File: config.mk
export PLATFORM = sky130hd
export DESIGN_NAME = seg7_scan_decoder
export DESIGN_NICKNAME = d
export VERILOG_FILES = /design/src/rtl/seg7_scan_pkg.sv /design/src/rtl/seg7_pattern_decoder.sv /design/src/rtl/seg7_scan_decoder.sv
export SDC_FILE = /design/constraint.sdc
export NUM_CORES = 1
export LEC_CHECK = 0
export ABC_AREA = 1
export CAP_MARGIN = 20
export CORE_MARGIN = 2
export CORE_UTILIZATION = 25
export CTS_BUF_LIST = sky130_fd_sc_hd__clkbuf_4
export CTS_CLUSTER_SIZE = 30
export DETAILED_ROUTE_END_ITERATION = 8
export DONT_BUFFER_PORTS = 1
export GPL_TIMING_DRIVEN = 0
export HOLD_SLACK_MARGIN = 0.12
export PLACE_DENSITY = 0.48
export SYNTH_ARGS = -nofsm -noshare
export SYNTH_HDL_FRONTEND = slang
export SYNTH_SLANG_ARGS = --single-unit
File: constraint.sdc
create_clock -name clk -period 3.5 [get_ports clk]
set_input_delay 0.7 -clock clk [delete_from_list [all_inputs] [get_ports clk]]
set_output_delay 0.7 -clock clk [all_outputs]
set_load 0.01 [all_outputs]
File: src/rtl/seg7_scan_pkg.sv
// Shared constants and types for the 7-segment scan decoder:
// segment patterns (bit0..6 = a..g), FSM encoding and default parameters.
package seg7_scan_pkg;

    localparam int STABLE_N_DEF = 4;
    localparam int TIMEOUT_DEF  = 1024;

    localparam logic [6:0] PAT_BLANK = 7'h00;
    localparam logic [6:0] PAT_0     = 7'h3F;
    localparam logic [6:0] PAT_1     = 7'h06;
    localparam logic [6:0] PAT_2     = 7'h5B;
    localparam logic [6:0] PAT_3     = 7'h4F;
    localparam logic [6:0] PAT_4     = 7'h66;
    localparam logic [6:0] PAT_5     = 7'h6D;
    localparam logic [6:0] PAT_6     = 7'h7D;
    localparam logic [6:0] PAT_7     = 7'h07;
    localparam logic [6:0] PAT_8     = 7'h7F;
    localparam logic [6:0] PAT_9     = 7'h6F;

    typedef enum logic [1:0] {
        ST_IDLE    = 2'd0,
        ST_ACQUIRE = 2'd1,
        ST_LOCKED  = 2'd2
    } state_t;

endpackage

File: src/rtl/seg7_pattern_decoder.sv
// Strict 7-segment pattern decoder: only the exact glyphs 0..9 are valid,
// all-dark is reported as blank, everything else is invalid.
module seg7_pattern_decoder
    import seg7_scan_pkg::*;
(
    input  logic [6:0] pattern,
    output logic [3:0] digit,
    output logic       is_valid,
    output logic       is_blank
);

    // Pattern lookup.
    always_comb begin
        digit    = 4'd0;
        is_valid = 1'b1;
        is_blank = 1'b0;
        case (pattern)
            PAT_0:     digit = 4'd0;
            PAT_1:     digit = 4'd1;
            PAT_2:     digit = 4'd2;
            PAT_3:     digit = 4'd3;
            PAT_4:     digit = 4'd4;
            PAT_5:     digit = 4'd5;
            PAT_6:     digit = 4'd6;
            PAT_7:     digit = 4'd7;
            PAT_8:     digit = 4'd8;
            PAT_9:     digit = 4'd9;
            PAT_BLANK: begin
                is_valid = 1'b0;
                is_blank = 1'b1;
            end
            default:   is_valid = 1'b0;
        endcase
    end

endmodule

File: src/rtl/seg7_scan_decoder.sv
// Recovers a two-digit BCD value from a multiplexed 7-segment scan bus,
// committing only after STABLE_N identical valid frames and dropping lock on strobe silence.
module seg7_scan_decoder
    import seg7_scan_pkg::*;
#(
    parameter int STABLE_N = STABLE_N_DEF,
    parameter int TIMEOUT  = TIMEOUT_DEF
) (
    input  logic       clk,
    input  logic       rst,
    input  logic [7:0] seg_in,
    input  logic [1:0] dig_in,
    input  logic       seg_pol,
    input  logic       dig_pol,
    input  logic       err_clr,
    output logic [3:0] digit1,
    output logic [3:0] digit10,
    output logic       valid,
    output logic       update,
    output logic       err
);

    localparam int CW = $clog2(STABLE_N + 1);
    localparam int TW = $clog2(TIMEOUT + 1);
    localparam logic [CW-1:0] CNT_MAX   = CW'(STABLE_N);
    localparam logic [CW-1:0] CNT_ONE   = CW'(1);
    localparam logic [TW-1:0] IDLE_LAST = TW'(TIMEOUT - 1);
    localparam logic [TW-1:0] IDLE_ONE  = TW'(1);

    logic [6:0]    seg_s1_r, seg_s2_r, seg_n_s;
    logic [1:0]    dig_s1_r, dig_s2_r, dig_n_s, warm_r;
    logic          ones_s, tens_s, any_s, coll_s, ones_end_s, tens_end_s;
    logic          ones_prev_r, tens_prev_r, tens_seen_r, coll_seen_r;
    logic [5:0]    dec_s, ones_smp_r, tens_smp_r, tens_last_r, tens_cur_s;
    logic          tens_seen_s, tens_bad_s, frame_ok_s, frame_done_r, commit_s, timeout_s;
    logic [7:0]    frame_val_s, cand_r;
    logic [CW-1:0] cnt_r;
    logic [TW-1:0] idle_cnt_r;
    logic [3:0]    digit1_r, digit10_r;
    logic          valid_r, update_r, err_r, dp_unused_s;
    state_t        state_r, state_next_s;

    assign dp_unused_s = seg_in[7];

    // Two-flop synchronizers; warm_r masks strobes until the second stage holds pin data.
    always_ff @(posedge clk or posedge rst) begin
        if (rst) begin
            seg_s1_r <= 7'd0;
            seg_s2_r <= 7'd0;
            dig_s1_r <= 2'd0;
            dig_s2_r <= 2'd0;
            warm_r   <= 2'd0;
        end else begin
            seg_s1_r <= seg_in[6:0];
            seg_s2_r <= seg_s1_r;
            dig_s1_r <= dig_in;
            dig_s2_r <= dig_s1_r;
            warm_r   <= (warm_r == 2'd2) ? warm_r : warm_r + 2'd1;
        end
    end

    assign seg_n_s    = seg_pol ? seg_s2_r : ~seg_s2_r;
    assign dig_n_s    = (warm_r == 2'd2) ? (dig_pol ? dig_s2_r : ~dig_s2_r) : 2'b00;
    assign ones_s     = dig_n_s[0];
    assign tens_s     = dig_n_s[1];
    assign any_s      = ones_s | tens_s;
    assign coll_s     = ones_s & tens_s;
    assign ones_end_s = ones_prev_r & ~ones_s;
    assign tens_end_s = tens_prev_r & ~tens_s;

    seg7_pattern_decoder u_dec (
        .pattern  (seg_n_s),
        .digit    (dec_s[3:0]),
        .is_valid (dec_s[5]),
        .is_blank (dec_s[4])
    );

    // A tens window closing in the same cycle as the ones window still belongs to this frame.
    assign tens_cur_s  = tens_end_s ? tens_smp_r : tens_last_r;
    assign tens_seen_s = tens_end_s | tens_seen_r;
    assign tens_bad_s  = tens_seen_s & ~tens_cur_s[5] & ~tens_cur_s[4];
    assign frame_ok_s  = ones_smp_r[5] & ~tens_bad_s & ~coll_seen_r;
    assign frame_val_s = {(tens_seen_s & tens_cur_s[5]) ? tens_cur_s[3:0] : 4'd0, ones_smp_r[3:0]};

    // Window sampling, tens hand-off and collision tracking between frame closes.
    always_ff @(posedge clk or posedge rst) begin
        if (rst) begin
            ones_prev_r <= 1'b0;
            tens_prev_r <= 1'b0;
            ones_smp_r  <= 6'd0;
            tens_smp_r  <= 6'd0;
            tens_last_r <= 6'd0;
            tens_seen_r <= 1'b0;
            coll_seen_r <= 1'b0;
        end else begin
            ones_prev_r <= ones_s;
            tens_prev_r <= tens_s;
            if (ones_s)     ones_smp_r  <= dec_s;
            if (tens_s)     tens_smp_r  <= dec_s;
            if (tens_end_s) tens_last_r <= tens_smp_r;
            if (timeout_s || ones_end_s) tens_seen_r <= 1'b0;
            else if (tens_end_s)         tens_seen_r <= 1'b1;
            if (ones_end_s)  coll_seen_r <= 1'b0;
            else if (coll_s) coll_seen_r <= 1'b1;
        end
    end

    // Stability counter over closed frames.
    always_ff @(posedge clk or posedge rst) begin
        if (rst) begin
            cnt_r        <= '0;
            cand_r       <= 8'd0;
            frame_done_r <= 1'b0;
        end else begin
            frame_done_r <= 1'b0;
            if (timeout_s) begin
                cnt_r <= '0;
            end else if (ones_end_s) begin
                if (!frame_ok_s) begin
                    cnt_r <= '0;
                end else begin
                    frame_done_r <= 1'b1;
                    if (frame_val_s == cand_r) begin
                        if (cnt_r != CNT_MAX) cnt_r <= cnt_r + CNT_ONE;
                    end else begin
                        cand_r <= frame_val_s;
                        cnt_r  <= CNT_ONE;
                    end
                end
            end
        end
    end

    assign commit_s = frame_done_r & (cnt_r == CNT_MAX) &
                      (~valid_r | (cand_r != {digit10_r, digit1_r}));

    // Strobe-silence counter; only runs while acquiring or locked.
    always_ff @(posedge clk or posedge rst) begin
        if (rst) begin
            idle_cnt_r <= '0;
        end else if (any_s || state_r == ST_IDLE || timeout_s) begin
            idle_cnt_r <= '0;
        end else begin
            idle_cnt_r <= idle_cnt_r + IDLE_ONE;
        end
    end

    assign timeout_s = (state_r != ST_IDLE) & ~any_s & (idle_cnt_r == IDLE_LAST);

    // FSM state register.
    always_ff @(posedge clk or posedge rst) begin
        if (rst) state_r <= ST_IDLE;
        else     state_r <= state_next_s;
    end

    // FSM next-state logic.
    always_comb begin
        state_next_s = state_r;
        case (state_r)
            ST_IDLE: begin
                if (commit_s)   state_next_s = ST_LOCKED;
                else if (any_s) state_next_s = ST_ACQUIRE;
                else            state_next_s = ST_IDLE;
            end
            ST_ACQUIRE: begin
                if (timeout_s)     state_next_s = ST_IDLE;
                else if (commit_s) state_next_s = ST_LOCKED;
                else               state_next_s = ST_ACQUIRE;
            end
            ST_LOCKED: begin
                if (timeout_s) state_next_s = ST_IDLE;
                else           state_next_s = ST_LOCKED;
            end
            default: state_next_s = ST_IDLE;
        endcase
    end

    // Registered outputs; err setting wins over err_clr.
    always_ff @(posedge clk or posedge rst) begin
        if (rst) begin
            digit1_r  <= 4'd0;
            digit10_r <= 4'd0;
            valid_r   <= 1'b0;
            update_r  <= 1'b0;
            err_r     <= 1'b0;
        end else begin
            update_r <= commit_s;
            if (commit_s) begin
                digit10_r <= cand_r[7:4];
                digit1_r  <= cand_r[3:0];
                valid_r   <= 1'b1;
            end else if (timeout_s) begin
                valid_r <= 1'b0;
            end
            if (coll_s || (ones_end_s && !frame_ok_s)) err_r <= 1'b1;
            else if (err_clr)                          err_r <= 1'b0;
        end
    end

    assign digit1  = digit1_r;
    assign digit10 = digit10_r;
    assign valid   = valid_r;
    assign update  = update_r;
    assign err     = err_r;

endmodule

# Word level (Yosys, flattened, before mapping)
# Cells that the tools add are included.
classes:
  addsub: 3
  mul: 0
  div: 0
  order_cmp: 0
  eq_ne: 19
  shifts: 0
  n_mux: 31
  bitwise_logic: 27
  reduce_logical: 17
ops:
  columns: ["op", "n"]
  rows:
  - ["$eq 7x7->1 const B", 7]
  - ["$pmux 4 s9", 1]
  - ["$mux 3", 5]
  - ["$eq 7x3->1 const B", 2]
  - ["$mux 1", 14]
  - ["$and 1x1->1", 12]
  - ["$mux 2", 6]
  - ["$reduce_bool 2->1", 6]
  - ["$add 11x1->11 const B", 1]
  - ["$eq 11x10->1 const B", 1]
  - ["$mux 11", 1]
  - ["$not 1->1", 10]
  - ["$reduce_or 10->1", 1]
  - ["$eq 8x8->1", 1]
  - ["$ne 8x8->1", 1]
  - ["$eq 7x6->1 const B", 1]
  - ["$logic_not 7->1", 1]
  - ["$mux 7", 1]
  - ["$not 7->7", 1]
  - ["$mux 6", 1]
  - ["$pmux 2 s3", 1]
  - ["$eq 2x2->1 const B", 2]
  - ["$logic_or 1x1->1", 4]
  - ["$mux 4", 1]
  - ["13 further kinds", 15]
totals:
  reg_bits: 78
  latchBits: 0
  ram_bits: 0
  mem_bits_ro: 0
  input_bits: 15
  out_inout_bits: 11
  word_cells: 119
  n_memories: 0

# Longest topological paths before layout
depth:
  ltp_word: 16
  mapped_depth: 15
  mapped_depth_nobuf: 15

# Hierarchy
# A second synthesis with hierarchy kept.
unflattened:
  hier_cells: 397
  hier_area_um2: 3598.5
modules_own_cells:
  columns: ["mod", "n_inst", "cells_per_inst", "area_each_um2", "seq_area_each_um2"]
  rows:
  - ["seg7_scan_decoder", 1, 344, 3360.7, 1926.8]
  - ["seg7_pattern_decoder", 1, 53, 237.7, 0.0]

# Worst setup path after synthesis
# Ideal clock, no wire load.
synth_timing:
  path_type: "input-to-reg"
  from: "input port dig_pol"
  to: "register cand_r[7]"
  setup_ns: 0.076
  arrival_time_ns: 1.981
  required_ns: 3.424
  path_slack_ns: 1.443
  path_stages: 13
  n_path_buf: 1
  path_cell_list: "inv_2 -> nand2_1 -> nand3_4 -> nand2_4 -> nand2_2 -> nand2_4 -> nand3_1 -> a21oi_2 -> nand3_2 -> o21ai_4 -> buf_6 -> nand2_1 -> o21ai_1"
synth_via:
  elab_chain_cells: 12
  elab_cells_between_ends: 25
  cone_classes: "eq/ne (1); mux (4); bitwise (19); reduce/logical (1)"
synth_rtl:
  columns: ["element", "line", "rtl"]
  rows:
  - ["from (decl)", "seg7_scan_decoder.sv:14", "input logic dig_pol,"]
  - ["$mux 2 * (2 in a row)", "seg7_scan_decoder.sv:63", "assign dig_n_s = (warm_r == 2'd2) ? (dig_pol ? dig_s2_r : ~dig_s2_r) : 2'b00;"]
  - ["$not 1->1 *", "seg7_scan_decoder.sv:69", "assign tens_end_s = tens_prev_r & ~tens_s;"]
  - ["$and 1x1->1 *", "seg7_scan_decoder.sv:69", null]
  - ["$mux 6 *", null, null]
  - ["named net tens_cur_s[5]", "seg7_scan_decoder.sv:34", "logic [5:0] dec_s, ones_smp_r, tens_smp_r, tens_last_r, tens_cur_s;"]
  - ["$not 1->1", "seg7_scan_decoder.sv:81", "assign tens_bad_s = tens_seen_s & ~tens_cur_s[5] & ~tens_cur_s[4];"]
  - ["$and 1x1->1 (2 in a row)", "seg7_scan_decoder.sv:81", null]
  - ["$not 1->1", "seg7_scan_decoder.sv:82", "assign frame_ok_s = ones_smp_r[5] & ~tens_bad_s & ~coll_seen_r;"]
  - ["$and 1x1->1 (2 in a row)", "seg7_scan_decoder.sv:82", null]
  - ["$reduce_and 4->1 (no source line)", null, null]
  - ["to (signal assigned)", "seg7_scan_decoder.sv:126", "cand_r <= frame_val_s;"]
  - ["to (decl)", "seg7_scan_decoder.sv:36", "logic [7:0] frame_val_s, cand_r;"]
# Mark *: on every way through the listed nets, which the timed path passes. The rest lies on a longest branch.
# A chain may end at the register's enable or synchronous reset.

# Final worst setup path
layout_timing:
  from: "register warm_r[0]"
  to: "register cand_r[0]"
layout_via:
  elab_cells_between_ends: 25
  cone_classes: "eq/ne (2); mux (3); bitwise (19); reduce/logical (1)"
layout_lines:
  columns: ["element", "line", "rtl"]
  rows:
  - ["from (decl)", "seg7_scan_decoder.sv:31", "logic [1:0] dig_s1_r, dig_s2_r, dig_n_s, warm_r;"]
  - ["from (signal assigned)", "seg7_scan_decoder.sv:58", "warm_r <= (warm_r == 2'd2) ? warm_r : warm_r + 2'd1;"]
  - ["$eq 2x2->1 *", "seg7_scan_decoder.sv:63", null]
  - ["$mux 2 *", "seg7_scan_decoder.sv:63", null]
  - ["named net dig_n_s[0]", "seg7_scan_decoder.sv:31", null]
  - ["$or 1x1->1", "seg7_scan_decoder.sv:66", "assign any_s = ones_s | tens_s;"]
  - ["$not 1->1", "seg7_scan_decoder.sv:148", "assign timeout_s = (state_r != ST_IDLE) & ~any_s & (idle_cnt_r == IDLE_LAST);"]
  - ["$and 1x1->1 (2 in a row)", "seg7_scan_decoder.sv:148", null]
  - ["$not 1->1 (no source line)", null, null]
  - ["$reduce_and 4->1 (no source line) *", null, null]
# Marked as above.

==> qor.csv <==
stage,metric,value,unit
final_layout,n_antenna_cell,0,
timing,fin_skew,18.16,ps
timing,rsz0062_at_grt,false,
setup_path,cpMostUsedCell,nand2_1,
placed_design,postPlaceCellArea,3685,sq um
setup_path,arrival,2610,ps
setup_path,cpLargestDelayFamily,simple AND/OR/NAND/NOR gates,
min_path,hold_path_depth,0,
setup_path,critPathCaptureType,register,
synthesis,synth-seq-cells,77,
setup_path,critical_path_class,register to register,
detailed_routing,first_iter_violations,127,
global_route,antenna_found_initial,0,
timing,tightest_slew,387.8,ps
timing,period_needed,2298,ps
min_path,min_from,dig_in[1],
detailed_routing,first_pass_iters,4,
die,die-height,121.2,um
timing,hold_ws,295.3,ps
setup_path,critPathBufInv,3,
placed_design,place_hpwl,4.659,mm
timing,finalMaxSlewViolations,0,
global_route,grt_max_degree,61,
synthesis,syn_nets,397,
setup_path,critPathMaxFanout,10,
min_path,hp-class,input port to register,
timing,fmax,435.1,MHz
cts,cts_buffers,9,
final_layout,drive_gt1_share,9.620,%
global_route,globalRouteOverflowTotal,0,
setup_path,timing.rr.end,cand_r[0],
detailed_routing,vias,2406,
timing,setup_viol_count_final,0,
synthesis,syn-mean-instance-area,9.086,sq um
setup_path,path_cells,inv_1 -> ha_1 -> nand2_1 -> nor2_4 -> inv_2 -> nand2_1 -> nor2_1 -> nand2_2 -> nand4_4 -> nor2_4 -> o21ai_4 -> buf_6 -> nand2_1 -> o21ai_1,
setup_path,rrSetupSlack,1200,ps
placed_design,io_buffers,0,
power,power.leakage,1.727,nW
setup_path,cp.required,3810,ps
synthesis,netlist_top_cells_area,"dfrtp_1 (56%), nand2_1 (11%), inv_1 (4.8%)",
die,start_util,25.73,%
cts,path_clk_slew,120,ps
cts,post_cts_buffers,0,
timing,finalCritPeriodShare,65.67,%
synthesis,synth_cell_types,36,
die,core_area,13350,sq um
timing,hold_viol,0,
setup_path,critPathSlowestCell,dfrtp_1,
power,power-per-cell-area,427.6,nW/um^2
cts,cts_root_buf,clkbuf_4,
detailed_routing,drc,0,
synthesis,synth_top_cell_area_share,56.10,%
final_layout,final_area,3827,sq um
cts,clock-sinks,77,
timing,relSlewSlack,73.96,%
setup_path,reg2reg_depth,14,
synthesis,yosys_warnings,0,
detailed_routing,vias_per_cell,4.214,
global_route,track_usage,9.758,%
die,die_area,14690,sq um
synthesis,synth_seq_area_share,56.10,%
final_layout,area_growth,11.44,%
cts,htree_levels,3,
detailed_routing,wire_per_inst,11.00,um
outcome,status,"complete, no violations",
die,rows,42,
synthesis,synth_top_area_cell,dfrtp_1,
cts,cts_resized,0,
setup_path,r2r_start,warm_r[0],
placed_design,place.gp.congestion,0.7613,
setup_path,slowest_delay,410,ps
synthesis,syn_inst,378,
cts,hold_buffers,1,
synthesis,syn-cell-area,3435,sq um
cts,cts_tree,yes,
global_route,grt_pass1_vias,2381,
detailed_routing,routed_wl,6.279,mm
setup_path,cp-start-kind,register,
run,drv_cap,0,
global_route,grt_first_pass_wirelength,11.27,mm
final_layout,nets,410,
power,ir_drop,0.0002206,V
min_path,worstHoldEndpoint,dig_s1_r[1],
cts,ctsLongestPathBuffers,2,
detailed_routing,ant_nets,0,
cts,insertion_delay,420,ps
die,pin_count,26,
die,die_x,121.2,um
==> cell usage in the layout (no fill, tap or decap), types with 8 or more instances in the layout <==
| master | n |
|---|---|
| a21oi_1 | 8 |
| clkbuf_4 | 9 |
| dfrtp_1 | 77 |
| inv_1 | 43 |
| nand2_1 | 100 |
| nand3_1 | 19 |
| nand4_1 | 9 |
| nor2_1 | 25 |
| nor3_1 | 12 |
| o21ai_0 | 19 |
| o21ai_1 | 8 |
| xnor2_1 | 10 |
==> how the worst max path moves through the flow <==
| stage | startpoint | endpoint | slack, ps | cells past startpoint |
|---|---|---|---|---|
| after floorplan | rst | cand_r[0] | 830 | 1 |
| after global placement | rst | digit1[0] | -40 | 1 |
| after detailed placement | dig_pol | cand_r[7] | 1170 | 13 |
| after CTS | warm_r[0] | cand_r[0] | 1180 | 14 |
| after global routing | warm_r[0] | cand_r[0] | 1000 | 14 |
| final | warm_r[0] | cand_r[0] | 1200 | 14 |
==> layout make-up <==
type	count	area (sq um)
plain buffers	4	23.77
clock buffers	9	67.56
clock inverters	6	65.06
fillers	1436	9520
inverters	47	178.9
multi-input cells	250	1308
flip-flops and latches	77	1927
well taps	176	220.2
repair buffers	2	37.54
==> flip-flops by register name, indices dropped and copies added, names as in the netlist, 2 cells and up <==
name         count
idle_cnt_r      11
warm_r           2
seg_s2_r         7
cand_r           8
dig_s1_r         2
dig_s2_r         2
tens_last_r      6
digit10          4
state_r          2
ones_smp_r       5
digit1           4
tens_smp_r       6
seg_s1_r         7
cnt_r            3
==> cell usage after synthesis (all sizes together) <==
library cell / n
nor4: 1
o2111ai: 1
dfrtp: 77
o22ai: 3
xnor2: 10
o221ai: 1
nand2: 105
a21oi: 10
o21ai: 28
clkbuf: 2
ha: 4
nor3: 12
and3: 2
buf: 2
o21bai: 1
or2: 3
a21boi: 1
nand3: 21
inv: 47
xor2: 4
nor2: 28
a211oi: 2
nor3b: 3
nand4: 10
==> report_power, final <==
| part | switching [mW] | internal, mW | total [mW] | leakage [nW] |
|---|---|---|---|---|
| sequential | 0.0195 | 0.924 | 0.943 | 0.997 |
| combinational | 0.120 | 0.0528 | 0.173 | 0.668 |
| clock | 0.308 | 0.212 | 0.520 | 0.0617 |
==> through the flow <==
step                      TNS (ps)  power [mW]  setup WS (ps)  utilization, %  instances
after global routing             0       1.740           1000           28.67        571
after global placement       -2312       1.131         -37.16           27.38        554
after CTS                        0       1.678           1175           28.67        571
after detailed placement         0       1.138           1172           27.61        555
after floorplan                  0       1.094          833.3               -        378
final                            0       1.637           1202           28.67        571
==> kinds of logic after synthesis <==
group / share of synthesized area (%)
AOI/OAI and AO/OA: 8.015
xor gates and xnor gates: 3.570
adders and majority gates: 1.457
buffers and inverters: 5.829
DFF: 56.10
and+or+nand+nor: 25.03
==> per-layer routing <==
layer  global-route usage [%]  share of wire, %
met1                    12.73                50
met2                    14.96                44
met3                    3.477               4.3
met4                    3.448               1.6
met5                        0                 0
Note: power is estimated with default switching activity, not from simulation.
